`config.mk`:
```
export PLATFORM = sky130hd
export DESIGN_NAME = pic16f84_hex_loader
export DESIGN_NICKNAME = d
export VERILOG_FILES = /design/src/rtl/pic16f84_hex_pkg.sv /design/src/rtl/pic16f84_hex_nibble.sv /design/src/rtl/pic16f84_hex_loader.sv
export SDC_FILE = /design/constraint.sdc
export NUM_CORES = 1
export LEC_CHECK = 0
export CAP_MARGIN = 20
export CORE_ASPECT_RATIO = 0.5
export CORE_MARGIN = 3
export CORE_UTILIZATION = 55
export CTS_CLUSTER_SIZE = 24
export DETAILED_ROUTE_END_ITERATION = 6
export PLACE_DENSITY_LB_ADDON = 0.1
export SKIP_LAST_GASP = 1
export SYNTH_ARGS = -nofsm -noshare
export SYNTH_HDL_FRONTEND = slang
export SYNTH_SLANG_ARGS = --single-unit
export TNS_END_PERCENT = 5
```
`constraint.sdc`:
```
create_clock -name clk -period 4.95 [get_ports clk]
set_input_delay 0.99 -clock clk [delete_from_list [all_inputs] [get_ports clk]]
set_output_delay 0.99 -clock clk [all_outputs]
set_load 0.005 [all_outputs]
```
`src/rtl/pic16f84_hex_pkg.sv`:
```
// rtl/pic16f84_hex_pkg.sv - shared types and constants for the Intel HEX program loader
package pic16f84_hex_pkg;

  typedef enum logic [2:0] {
    S_IDLE,
    S_LEN,
    S_ADDR,
    S_TYPE,
    S_DATA,
    S_CSUM,
    S_WRITE
  } state_t;

  localparam logic [7:0] REC_DATA = 8'h00;
  localparam logic [7:0] REC_EOF  = 8'h01;
  localparam logic [7:0] REC_ELA  = 8'h04;

  localparam logic [1:0] ERR_NONE = 2'd0;
  localparam logic [1:0] ERR_CHAR = 2'd1;
  localparam logic [1:0] ERR_CSUM = 2'd2;
  localparam logic [1:0] ERR_REC  = 2'd3;

endpackage

```
`src/rtl/pic16f84_hex_nibble.sv`:
```
// rtl/pic16f84_hex_nibble.sv - combinational ASCII hex digit to nibble decoder
module pic16f84_hex_nibble (
  input  logic [7:0] ch,
  output logic [3:0] nib,
  output logic       hex_ok
);

  always_comb begin
    nib    = 4'd0;
    hex_ok = 1'b0;
    if (ch >= 8'h30 && ch <= 8'h39) begin
      nib    = ch[3:0];
      hex_ok = 1'b1;
    end else if ((ch >= 8'h41 && ch <= 8'h46) || (ch >= 8'h61 && ch <= 8'h66)) begin
      // 'A'/'a' have low nibble 1, so adding 9 gives 10..15
      nib    = ch[3:0] + 4'd9;
      hex_ok = 1'b1;
    end
  end

endmodule

```
`src/rtl/pic16f84_hex_loader.sv`:
```
// rtl/pic16f84_hex_loader.sv - streaming Intel HEX decoder writing verified words to program memory
module pic16f84_hex_loader
  import pic16f84_hex_pkg::*;
#(
  parameter int ADDR_W    = 10,
  parameter int WORD_W    = 14,
  parameter int MAX_BYTES = 16
) (
  input  logic              clk,
  input  logic              mclr_n,
  input  logic [7:0]        char_in,
  input  logic              char_valid,
  output logic              char_ready,
  output logic              pm_we,
  output logic [ADDR_W-1:0] pm_addr,
  output logic [WORD_W-1:0] pm_data,
  output logic              busy,
  output logic              done,
  output logic              err,
  output logic [1:0]        err_code
);

  localparam int BUF_D = MAX_BYTES / 2;
  localparam int IDX_W = $clog2(BUF_D);

  state_t            state;
  logic [3:0]        nib, hi_nib;
  logic              hex_ok, have_hi;
  logic [7:0]        byte_val, sum, sum_next, len, rtype, byte_cnt, lo_byte, wr_idx, out_idx;
  logic [14:0]       addr_w;
  logic [15:0]       segment, seg_new, wa;
  logic              in_range, fire, buf_we, bad_rec;
  logic [WORD_W-1:0] wbuf [BUF_D];
  logic [WORD_W-1:0] out_word;

  pic16f84_hex_nibble u_nibble (.ch(char_in), .nib(nib), .hex_ok(hex_ok));

  assign fire     = char_valid && char_ready;
  assign byte_val = {hi_nib, nib};
  assign sum_next = sum + byte_val;
  assign bad_rec  = (len > 8'(MAX_BYTES)) || ((byte_val == REC_DATA) && len[0]) ||
                    !((byte_val == REC_DATA) || (byte_val == REC_EOF) || (byte_val == REC_ELA));

  // Word 0 is presented on the checksum edge itself, later words from WRITE
  assign out_idx  = (state == S_WRITE) ? wr_idx : 8'd0;
  assign wa       = {1'b0, addr_w} + {8'd0, out_idx};
  assign in_range = (segment == 16'd0) && (wa[15:ADDR_W] == '0);
  assign out_word = wbuf[out_idx[IDX_W-1:0]];
  assign buf_we   = fire && hex_ok && have_hi && (state == S_DATA) &&
                    (rtype == REC_DATA) && byte_cnt[0];

  always_ff @(posedge clk) begin
    if (buf_we) wbuf[byte_cnt[IDX_W:1]] <= {byte_val[5:0], lo_byte};
  end

  always_ff @(posedge clk or negedge mclr_n) begin
    if (!mclr_n) begin
      state      <= S_IDLE;
      char_ready <= 1'b1;
      pm_we      <= 1'b0;
      pm_addr    <= '0;
      pm_data    <= '0;
      busy       <= 1'b0;
      done       <= 1'b0;
      err        <= 1'b0;
      err_code   <= ERR_NONE;
      hi_nib     <= 4'd0;
      have_hi    <= 1'b0;
      sum        <= 8'd0;
      len        <= 8'd0;
      rtype      <= 8'd0;
      byte_cnt   <= 8'd0;
      lo_byte    <= 8'd0;
      wr_idx     <= 8'd0;
      addr_w     <= 15'd0;
      segment    <= 16'd0;
      seg_new    <= 16'd0;
    end else begin
      case (state)
        S_IDLE: begin
          if (fire && !done && char_in == 8'h3A) begin
            state    <= S_LEN;
            busy     <= 1'b1;
            err      <= 1'b0;
            err_code <= ERR_NONE;
            sum      <= 8'd0;
            have_hi  <= 1'b0;
            byte_cnt <= 8'd0;
            seg_new  <= 16'd0;
          end
        end
        S_WRITE: begin
          if (wr_idx == {1'b0, len[7:1]}) begin
            pm_we      <= 1'b0;
            state      <= S_IDLE;
            char_ready <= 1'b1;
            busy       <= 1'b0;
          end else begin
            pm_we   <= in_range;
            pm_addr <= wa[ADDR_W-1:0];
            pm_data <= out_word;
            wr_idx  <= wr_idx + 8'd1;
          end
        end
        default: begin
          if (fire) begin
            if (!hex_ok) begin
              err      <= 1'b1;
              err_code <= ERR_CHAR;
              state    <= S_IDLE;
              busy     <= 1'b0;
            end else if (!have_hi) begin
              hi_nib  <= nib;
              have_hi <= 1'b1;
            end else begin
              have_hi <= 1'b0;
              sum     <= sum_next;
              case (state)
                S_LEN: begin
                  len      <= byte_val;
                  byte_cnt <= 8'd0;
                  state    <= S_ADDR;
                end
                S_ADDR: begin
                  if (byte_cnt == 8'd0) begin
                    addr_w[14:7] <= byte_val;
                    byte_cnt     <= 8'd1;
                  end else begin
                    addr_w[6:0] <= byte_val[7:1];
                    state       <= S_TYPE;
                  end
                end
                S_TYPE: begin
                  rtype    <= byte_val;
                  byte_cnt <= 8'd0;
                  if (bad_rec) begin
                    err      <= 1'b1;
                    err_code <= ERR_REC;
                    state    <= S_IDLE;
                    busy     <= 1'b0;
                  end else begin
                    state <= (len == 8'd0) ? S_CSUM : S_DATA;
                  end
                end
                S_DATA: begin
                  if (!byte_cnt[0]) lo_byte <= byte_val;
                  if (byte_cnt == 8'd0) seg_new[15:8] <= byte_val;
                  if (byte_cnt == 8'd1) seg_new[7:0] <= byte_val;
                  byte_cnt <= byte_cnt + 8'd1;
                  if (byte_cnt + 8'd1 == len) state <= S_CSUM;
                end
                S_CSUM: begin
                  if (sum_next != 8'd0) begin
                    err      <= 1'b1;
                    err_code <= ERR_CSUM;
                    state    <= S_IDLE;
                    busy     <= 1'b0;
                  end else if (rtype == REC_DATA && len != 8'd0) begin
                    state      <= S_WRITE;
                    char_ready <= 1'b0;
                    pm_we      <= in_range;
                    pm_addr    <= wa[ADDR_W-1:0];
                    pm_data    <= out_word;
                    wr_idx     <= 8'd1;
                  end else begin
                    if (rtype == REC_EOF) done <= 1'b1;
                    if (rtype == REC_ELA) segment <= seg_new;
                    state <= S_IDLE;
                    busy  <= 1'b0;
                  end
                end
                default: state <= S_IDLE;
              endcase
            end
          end
        end
      endcase
    end
  end

endmodule
```
Word-level counts from Yosys, hierarchy flattened. Memory sizes are Yosys's and may differ from the RTL's. Cells that the tools add are included.

Muxes and demuxes: 109. Bitwise operators: 8. Reductions and logical operators: 64. Equal/unequal tests: 29. Add/sub/neg operators: 5. Order comparisons: 7.

Operator list (count): $mux 8 (18); $mux 14 (7); $mux 16 (5); $mux 10 (7); $pmux 8 s2 (3); $reduce_and 7->1 (6); $mux 1 (36); $logic_not 8->1 (4); $pmux 16 s2 (1); $reduce_and 8->1 (4); $mux 3 (10); $pmux 14 s2 (1); $eq 8x1->1 const B (3); $pmux 8 s3 (1); $reduce_and 6->1 (4); $reduce_bool 2->1 (11); $pmux 10 s2 (1); $add 15x8->16 (1); $add 8x1->8 const B (2); $eq 8x3->1 const B (2); $ge 8x7->1 const B (2); $le 8x7->1 const B (2); $logic_not 16->1 (1); $reduce_bool 8->1 (2); other kinds (39) (88).

Memories: 1. Word-level logic and storage cells: 245. Input bits: 11. Register bits after elaboration: 134. Bits in writable memories: 112. Output and inout port bits: 31.

Memory list: wbuf (depth 8, width 14, read ports 1, clocked after Yosys merged registers in 0, write ports 1, line pic16f84_hex_loader.sv:33) `logic [WORD_W-1:0] wbuf [BUF_D];`.

Longest topological paths before layout. Gate-level depths: netlist of the first run.

Depth after elaboration: 16. Gate-level depth with buffers: 18. Gate-level depth less buffers: 16.

By module. From an unflattened synthesis of the first run, not the netlist that was laid out.

Cells, all modules: 1006. Area total of the unflattened synthesis: 11708.7 um^2.

By module, submodules not included: pic16f84_hex_loader (times used 1, area an instance 11508.5 um^2, sequential area each 6717.7 um^2, cells each 981); pic16f84_hex_nibble (times used 1, area an instance 200.2 um^2, sequential area each 0.0 um^2, cells each 25).

Least setup slack after synthesis of the first run. OpenSTA, ideal clock, no wires.

Path kind: input-to-reg. Start point: input char_in[0]. End point: register segment[10]. Data arrival time: 5.008 ns. Path buffers: 1. Stages on the path: 16. Data required time: 4.825 ns. Path slack: -0.183 ns. Path through: inv_1 ha_1 o21ba_2 o21ai_0 mux2i_1 nor2_1 inv_1 fa_1 nand2b_1 a21oi_1 xor2_1 nor4_1 nand3_1 nor4_4 buf_8 mux2_4.

Cells in the longest elaborated chain, start to end: 9. Elaborated cells on any way between the ends: 19.

RTL lines: start: declaration (line pic16f84_hex_loader.sv:11) `input logic [7:0] char_in,`; $ge 8x7->1 or $le 8x7->1 (tied branches) (line pic16f84_hex_nibble.sv:14) `end else if ((ch >= 8'h41 && ch <= 8'h46) || (ch >= 8'h61 && ch <= 8'h66)) begin`; $logic_and 1x1->1 (line pic16f84_hex_nibble.sv:14); $logic_or 1x1->1 (line pic16f84_hex_nibble.sv:14); $mux 4 (line pic16f84_hex_nibble.sv:14); $mux 4 * (line pic16f84_hex_nibble.sv:11) `if (ch >= 8'h30 && ch <= 8'h39) begin`; net nib[1] (line pic16f84_hex_loader.sv:27) `logic [3:0] nib, hi_nib;`; $add 8x8->8 * (line pic16f84_hex_loader.sv:40) `assign sum_next = sum + byte_val;`; $reduce_bool 8->1 * (line pic16f84_hex_loader.sv:153) `if (sum_next != 8'd0) begin`; $not 1->1 (no line) *; $reduce_and 8->1 (no line) *; end signal: assignment (line pic16f84_hex_loader.sv:167) `if (rtype == REC_ELA) segment <= seg_new;`; end: declaration (line pic16f84_hex_loader.sv:31) `logic [15:0] segment, seg_new, wa;`.

The timed path passes the listed nets; every way through them passes the cells marked *. A chain may end at the register's enable or synchronous reset.

Final worst setup path of the first run.
Start point: input char_in[3]. End point: register segment[2].

The elaborated chain is that of the path after synthesis.

==> results of run 1 <==
-- critical path, delay by kind of cell --
family / cells / cell delay (ns)
fa+ha+maj: 2 / 0.54
simple gates: 7 / 2.04
mux: 1 / 0.35
compound gates: 2 / 0.49
buf+inv: 4 / 0.77
-- how the worst max path moves through the flow --
stage,startpoint,endpoint,cells past startpoint
4_1_cts,char_in[3],segment[2]$_DFFE_PN0P_,16
3_3_place_gp,char_in[3],segment[3]$_DFFE_PN0P_,16
3_5_place_dp,char_in[3],segment[2]$_DFFE_PN0P_,16
2_1_floorplan,char_in[3],segment[10]$_DFFE_PN0P_,16
6_report,char_in[3],segment[2]$_DFFE_PN0P_,16
5_1_grt,char_in[7],segment[2]$_DFFE_PN0P_,16
-- kinds of logic (layout without fill, tap and decap cells) --
kind of cell / Yosys count / after routing / share of synthesized area [%]
flip-flops: 246 / 246 / 58.3
adder cells (fa/ha/maj): 25 / 25 / 2.85
buffers and inverters: 62 / 159 / 2.26
multiplexers: 106 / 106 / 11.9
AND/OR/NAND/NOR: 273 / 273 / 12.3
XOR/XNOR: 27 / 27 / 2.05
AO/OA/AOI/OAI: 175 / 175 / 10.3
-- flip-flops by register name (all words and copies together) (netlist names), 2 cells and up --
register,count
hi_nib,4
sum,8
byte_cnt,8
pm_addr,10
wbuf,112
addr_w,15
err_code,2
state,3
wr_idx,8
segment,16
lo_byte,8
seg_new,16
rtype,8
len,8
pm_data,14
-- synthesized netlist by cell type, drive strengths merged (4+ instances only) --
cell	instances	share of area, %
dfrtp	133	29
edfxtp	112	29
nand2	80	2.6
mux2	75	7.7
nor2	55	1.8
o21ai	49	2.1
clkbuf	33	1.1
a31oi	23	1.2
ha	23	2.5
inv	22	0.72
nor2b	21	1.1
a21oi	20	0.87
mux2i	17	1.5
nand2b	16	0.87
nand3	15	0.65
nor3	15	0.65
o221ai	15	1.1
mux4	14	2.7
xnor2	14	1.1
xor2	13	0.99
and2	9	0.49
nor4	9	0.62
o31ai	9	0.59
or3	8	0.43
or4	8	0.52
buf	7	0.47
nand4	7	0.38
a21o	6	0.39
and3	6	0.33
or2	6	0.33
a211o	5	0.38
a22o	5	0.38
nor3b	4	0.26
o21a	4	0.26
o22ai	4	0.22
-- report_power, final --
group          switching (mW)  internal (mW)  total, mW
Combinational           0.325          0.241      0.566
Sequential              0.152           2.22       2.37
Clock                   0.745          0.924       1.67
Total                    1.22           3.38       4.61
-- metal layers --
layer | share of wire, % | track usage, %
met1 | 46 | 35.4
met2 | 46 | 39.5
met3 | 6.1 | 4.20
met4 | 1.9 | 4.68
met5 | 0 | 0
-- per-stage QoR --
stage,total power [mW],setup TNS [ns]
after global routing,4.80,0
after CTS,4.63,0
after global placement,2.95,-6.48
after floorplan,2.72,-0.722
final,4.61,0
after detailed placement,2.96,-10.53
-- layout make-up --
type / count / share of cell area (%)
clock buffer: 28 / 4.56
clock inverter: 12 / 0.736
timing repair buffer: 97 / 6.46
sequential: 246 / 50.7
tap: 266 / 2.51
multi-input combinational: 606 / 34.5
inverter: 22 / 0.623
==> run metrics, run 1 <==
design area between 10000 and 15000 sq um; WL per Instance 20.9 um; Most Frequent Cell on Critical Path and2_1; Placer Congestion 0.883; Worst path max stage delay 0.55 ns; critical path cell sequence clkdlybuf4s50_1 -> or4b_4 -> or3_1 -> and2_1 -> inv_2 -> ha_1 -> inv_1 -> fa_1 -> nand2b_1 -> a21o_1 -> a311oi_2 -> and2_1 -> nand3_1 -> nor4_4 -> buf_12 -> mux2_2; Post-synth top flop dfrtp_1; Post-synth EDFFs 112; Area Growth Syn to Fin 15.2%; Pleak 5.55 nW; cts bufs inserted 22; Cells after Synth about 900; final WL 26.7 mm; post-route insts no fill 1277; via count 7802; largest net degree at the start of global routing a little over 70; arrival time at the worst endpoint 5.16 ns; synthesized area 11500 sq um; most frequent cells in the layout dfrtp_1, edfxtp_1, nand2_1; CTS tree built; Min Clock Period, post-route between 4 and 5 ns; fin crit share about 96%; Crit Path Class input pin to flip-flop; FF/Latch Area approximately 6700 sq um; Hold Vio Cnt, Final 0; crit end category flip-flop; ANT nets after route 0; # hold bufs at CTS 0; Clk Latency, worst-skew pair about 0.52 ns; final worst setup slack 0.198 ns; diode count 0; Hold Crit Start seg_new[14]$_DFFE_PN0P_; initial antenna violation count 0; # IOs 42; share of layout cells above drive strength 1 around 20%; worst-path fanout max 16; Initial Utilization 57.6%; Post-CTS Setup Bufs 0; CTS root buf clkbuf_16; Cell Pwr Density 347 nW/um^2; most common cell after layout, fill and taps aside dfrtp_1; hold endpoint seg_new[14]$_DFFE_PN0P_; critical path required time 5.36 ns; RSZ-0062 raised after global routing false; gr usage total roughly a quarter; post-CTS sizing 0; crit start category input pin; largest vdd supply drop 0.214 mV; Fillers ~1.5k; syn_nets 950; H-tree depth 1; Iter 0 DRT Violations 678; Die X 211 um; Netlist cell types 75; max_slew headroom 43.3%; count of state elements after synthesis 246; Max clock buf depth 3; residual DRC count 0; Core Box Area 20000 sq um; sequential fraction of the synthesis area 58.3%; nets 1031; # placed instances between 1k and 1.5k; gr ovfl total 0; Core Util, Final approximately 66%; R2R setup slack 1.38 ns; fmax 210 MHz; Final setup viols 0; DRT Pass-1 Iters 5; Hold Path Stages 2; clk slew on worst S/H paths 0.07 ns; die area 22800 sq um; clock sinks between 200 and 250; status finished clean; dpl hpwl 17.7 mm; count of max-cap constraint violations 0; FF-to-FF End segment[2]$_DFFE_PN0P_; area of placed instances 12600 sq um; worst reg2reg startpoint hi_nib[0]$_DFFE_PN0P_; Syn Area/Cell 12.6 sq um; buffers added on ports 41; Slew @ Worst Pin 0.851 ns; FP Rows 36; multi-input logic area 4570 sq um; Synth async-reset ratio 54.5%; yosys warns 0; first-pass GRT wire length 43.1 mm; pre-CTS WS -0.326 ns; CP max stage cell or4b_4; Final Max Slew Viols 0; reg2reg path depth 9; Via density 6.11; worst min path class flip-flop to flip-flop; hold slack 0.481 ns; vias in the first global route 7736; Die Y ~110 um; Worst Skew 0.0199 ns
No activity file was read; power rests on OpenSTA's default activity.
==> run 2, diff against run 1 <==
--- a/config.mk
+++ b/config.mk
@@ -12,6 +12,7 @@
 export CTS_CLUSTER_SIZE = 24
 export DETAILED_ROUTE_END_ITERATION = 6
 export PLACE_DENSITY_LB_ADDON = 0.1
+export SETUP_SLACK_MARGIN = 0.3
 export SKIP_LAST_GASP = 1
 export SYNTH_ARGS = -nofsm -noshare
 export SYNTH_HDL_FRONTEND = slang
==> run 2 against run 1 <==
Power rose by 0.56%. Critical path depth did not move. Die area did not move. Clock skew fell by 0.012 ns. Via count rose by 0.59%. Cell count rose by 0.23%. Clock-buffer cell count rose by 5. Final area rose by 1.7%. Worst hold slack improved by 0.0016 ns. Fmax rose by 3.6%. Clock power barely moved.
==> run metrics, run 2 (synthesized netlist as in run 1, its figures left out) <==
# IOs 42; CTS tree built; Initial Utilization 57.6%; Clk Latency, worst-skew pair 0.51 ns; crit end category flip-flop; largest net degree at the start of global routing 72; DRT Pass-1 Iters 5; Die X 211 um; Placer Congestion roughly 0.90; most frequent cells in the layout dfrtp_1, edfxtp_1, nand2_1; Core Box Area 20000 sq um; max reg flops 112; Cell Pwr Density 343 nW/um^2; final WL 27.0 mm; residual DRC count 0; Die Y about 110 um; hold slack around 0.48 ns; initial antenna violation count 1; max_slew headroom about 49%; Final setup viols 0; Power, Total 4.63 mW; Fillers 1473; fin crit share 92.7%; Pleak 5.61 nW; worst-path fanout max 12; dpl hpwl 17.6 mm; Crit Path Class input pin to flip-flop; RSZ-0062 raised after global routing false; Core Util, Final between 60% and 70%; die area around 23000 sq um; Final Max Slew Viols 0; Area Growth Syn to Fin 17.1%; gr ovfl total 0; final worst setup slack between 0.3 and 0.4 ns; cts bufs inserted 22; crit start category input pin; first-pass GRT wire length about 42 mm; Max clock buf depth 3; critical path required time 5.34 ns; buffers added on ports 41; via count ~7.8k; H-tree depth 1; nets 1034; pre-CTS WS -0.226 ns; most common cell after layout, fill and taps aside dfrtp_1; FP Rows 36; fmax ~220 MHz; ANT nets after route 0; Hold Vio Cnt, Final 0; Worst Skew 0.00751 ns; largest vdd supply drop 0.243 mV; worst min path class flip-flop to flip-flop; Via density 6.13; vias in the first global route 7609; setup TNS 0 ns; count of max-cap constraint violations 0; share of layout cells above drive strength 1 22.4%; Slew @ Worst Pin 0.748 ns; arrival time at the worst endpoint roughly 5.0 ns; clk slew on worst S/H paths 0.06 ns; Min Clock Period, post-route 4.59 ns; diode count 0; status finished clean; CTS root buf clkbuf_16; clock sinks approximately 250; gr usage total 23.8%; Iter 0 DRT Violations 749; WL per Instance ~21 um; R2R setup slack 1.17 ns
-- run 2: changes by cell type in the layout (fill, tap and decap cells not counted), sizes merged --
cell,change
clkbuf,+8
clkinv,-4
bufinv,-1
-- run 2: path summary, 6_finish.rpt --
path / start / end / cells past startpoint
max: char_in[0] / pm_data[3]$_DFFE_PN0P_ / 16
min: seg_new[14]$_DFFE_PN0P_ / seg_new[14]$_DFFE_PN0P_ / 2
max reg2reg: state[1]$_DFFE_PN0P_ / pm_addr[9]$_DFFE_PN0P_ / 13
min reg2reg: seg_new[14]$_DFFE_PN0P_ / seg_new[14]$_DFFE_PN0P_ / 2
max in group asynchronous: mclr_n / char_ready$_DFFE_PN1P_ / 2
min in group asynchronous: mclr_n / pm_data[3]$_DFFE_PN0P_ / 1
-- run 2: power by group --
part	total, mW	switching, mW	internal, mW
sequential	2.36	0.144	2.22
clock	1.66	0.738	0.922
combinational	0.609	0.350	0.258
total	4.63	1.23	3.40
-- run 2: area by class of cell --
| class | count | area (sq um) | area share, % |
|---|---|---|---|
| clock inverters | 7 | 52.6 | 0.389 |
| flip-flops and latches | 246 | 6720 | 49.8 |
| inverters | 22 | 90.1 | 0.668 |
| well taps | 266 | 333 | 2.47 |
| multi-input cells | 606 | 4710 | 34.9 |
| clock buffers | 33 | 653 | 4.84 |
| repair buffers | 100 | 932 | 6.91 |
-- run 2: what timing repair did --
| action | 4_1_cts | 5_1_grt |
|---|---|---|
| resized for setup | 0 | 21 |
| cloned | 0 | 3 |
| endpoints found under the setup margin | 1 | 50 |
| pin swaps | 0 | 5 |
| hold buffers | 0 | 0 |
| setup buffers | 0 | 3 |
-- run 2: worst max-delay path, stage by stage --
cell	delay, ns
clkdlybuf4s50_1	0.42
buf_4	0.16
ha_1	0.23
o21ba_2	0.25
o21ai_2	0.18
mux2i_2	0.35
nor2_4	0.09
ha_4	0.23
a211o_4	0.36
a2111oi_4	0.38
nor3b_2	0.12
nand3_1	0.10
and4bb_4	0.26
nor2_4	0.26
clkbuf_16	0.24
mux2_2	0.34
-- run 2: layer usage --
metal  vias up  GRT usage [%]  part of all wire (%)
met4         0           4.77                   1.9
met1      3922           36.0                    47
met2       282           36.9                    44
li1       3600              -                     -
met5         -              0                     0
met3        44           4.03                   6.9
-- run 2: through the flow --
| step | std cells | cell area (sq um) |
|---|---|---|
| 2_1_floorplan | 914 | 11600 |
| 3_3_place_gp | 1234 | 12600 |
| 3_5_place_dp | 1234 | 12600 |
| 4_1_cts | 1274 | 13300 |
| 5_1_grt | 1280 | 13500 |
| 6_report | 1280 | 13500 |
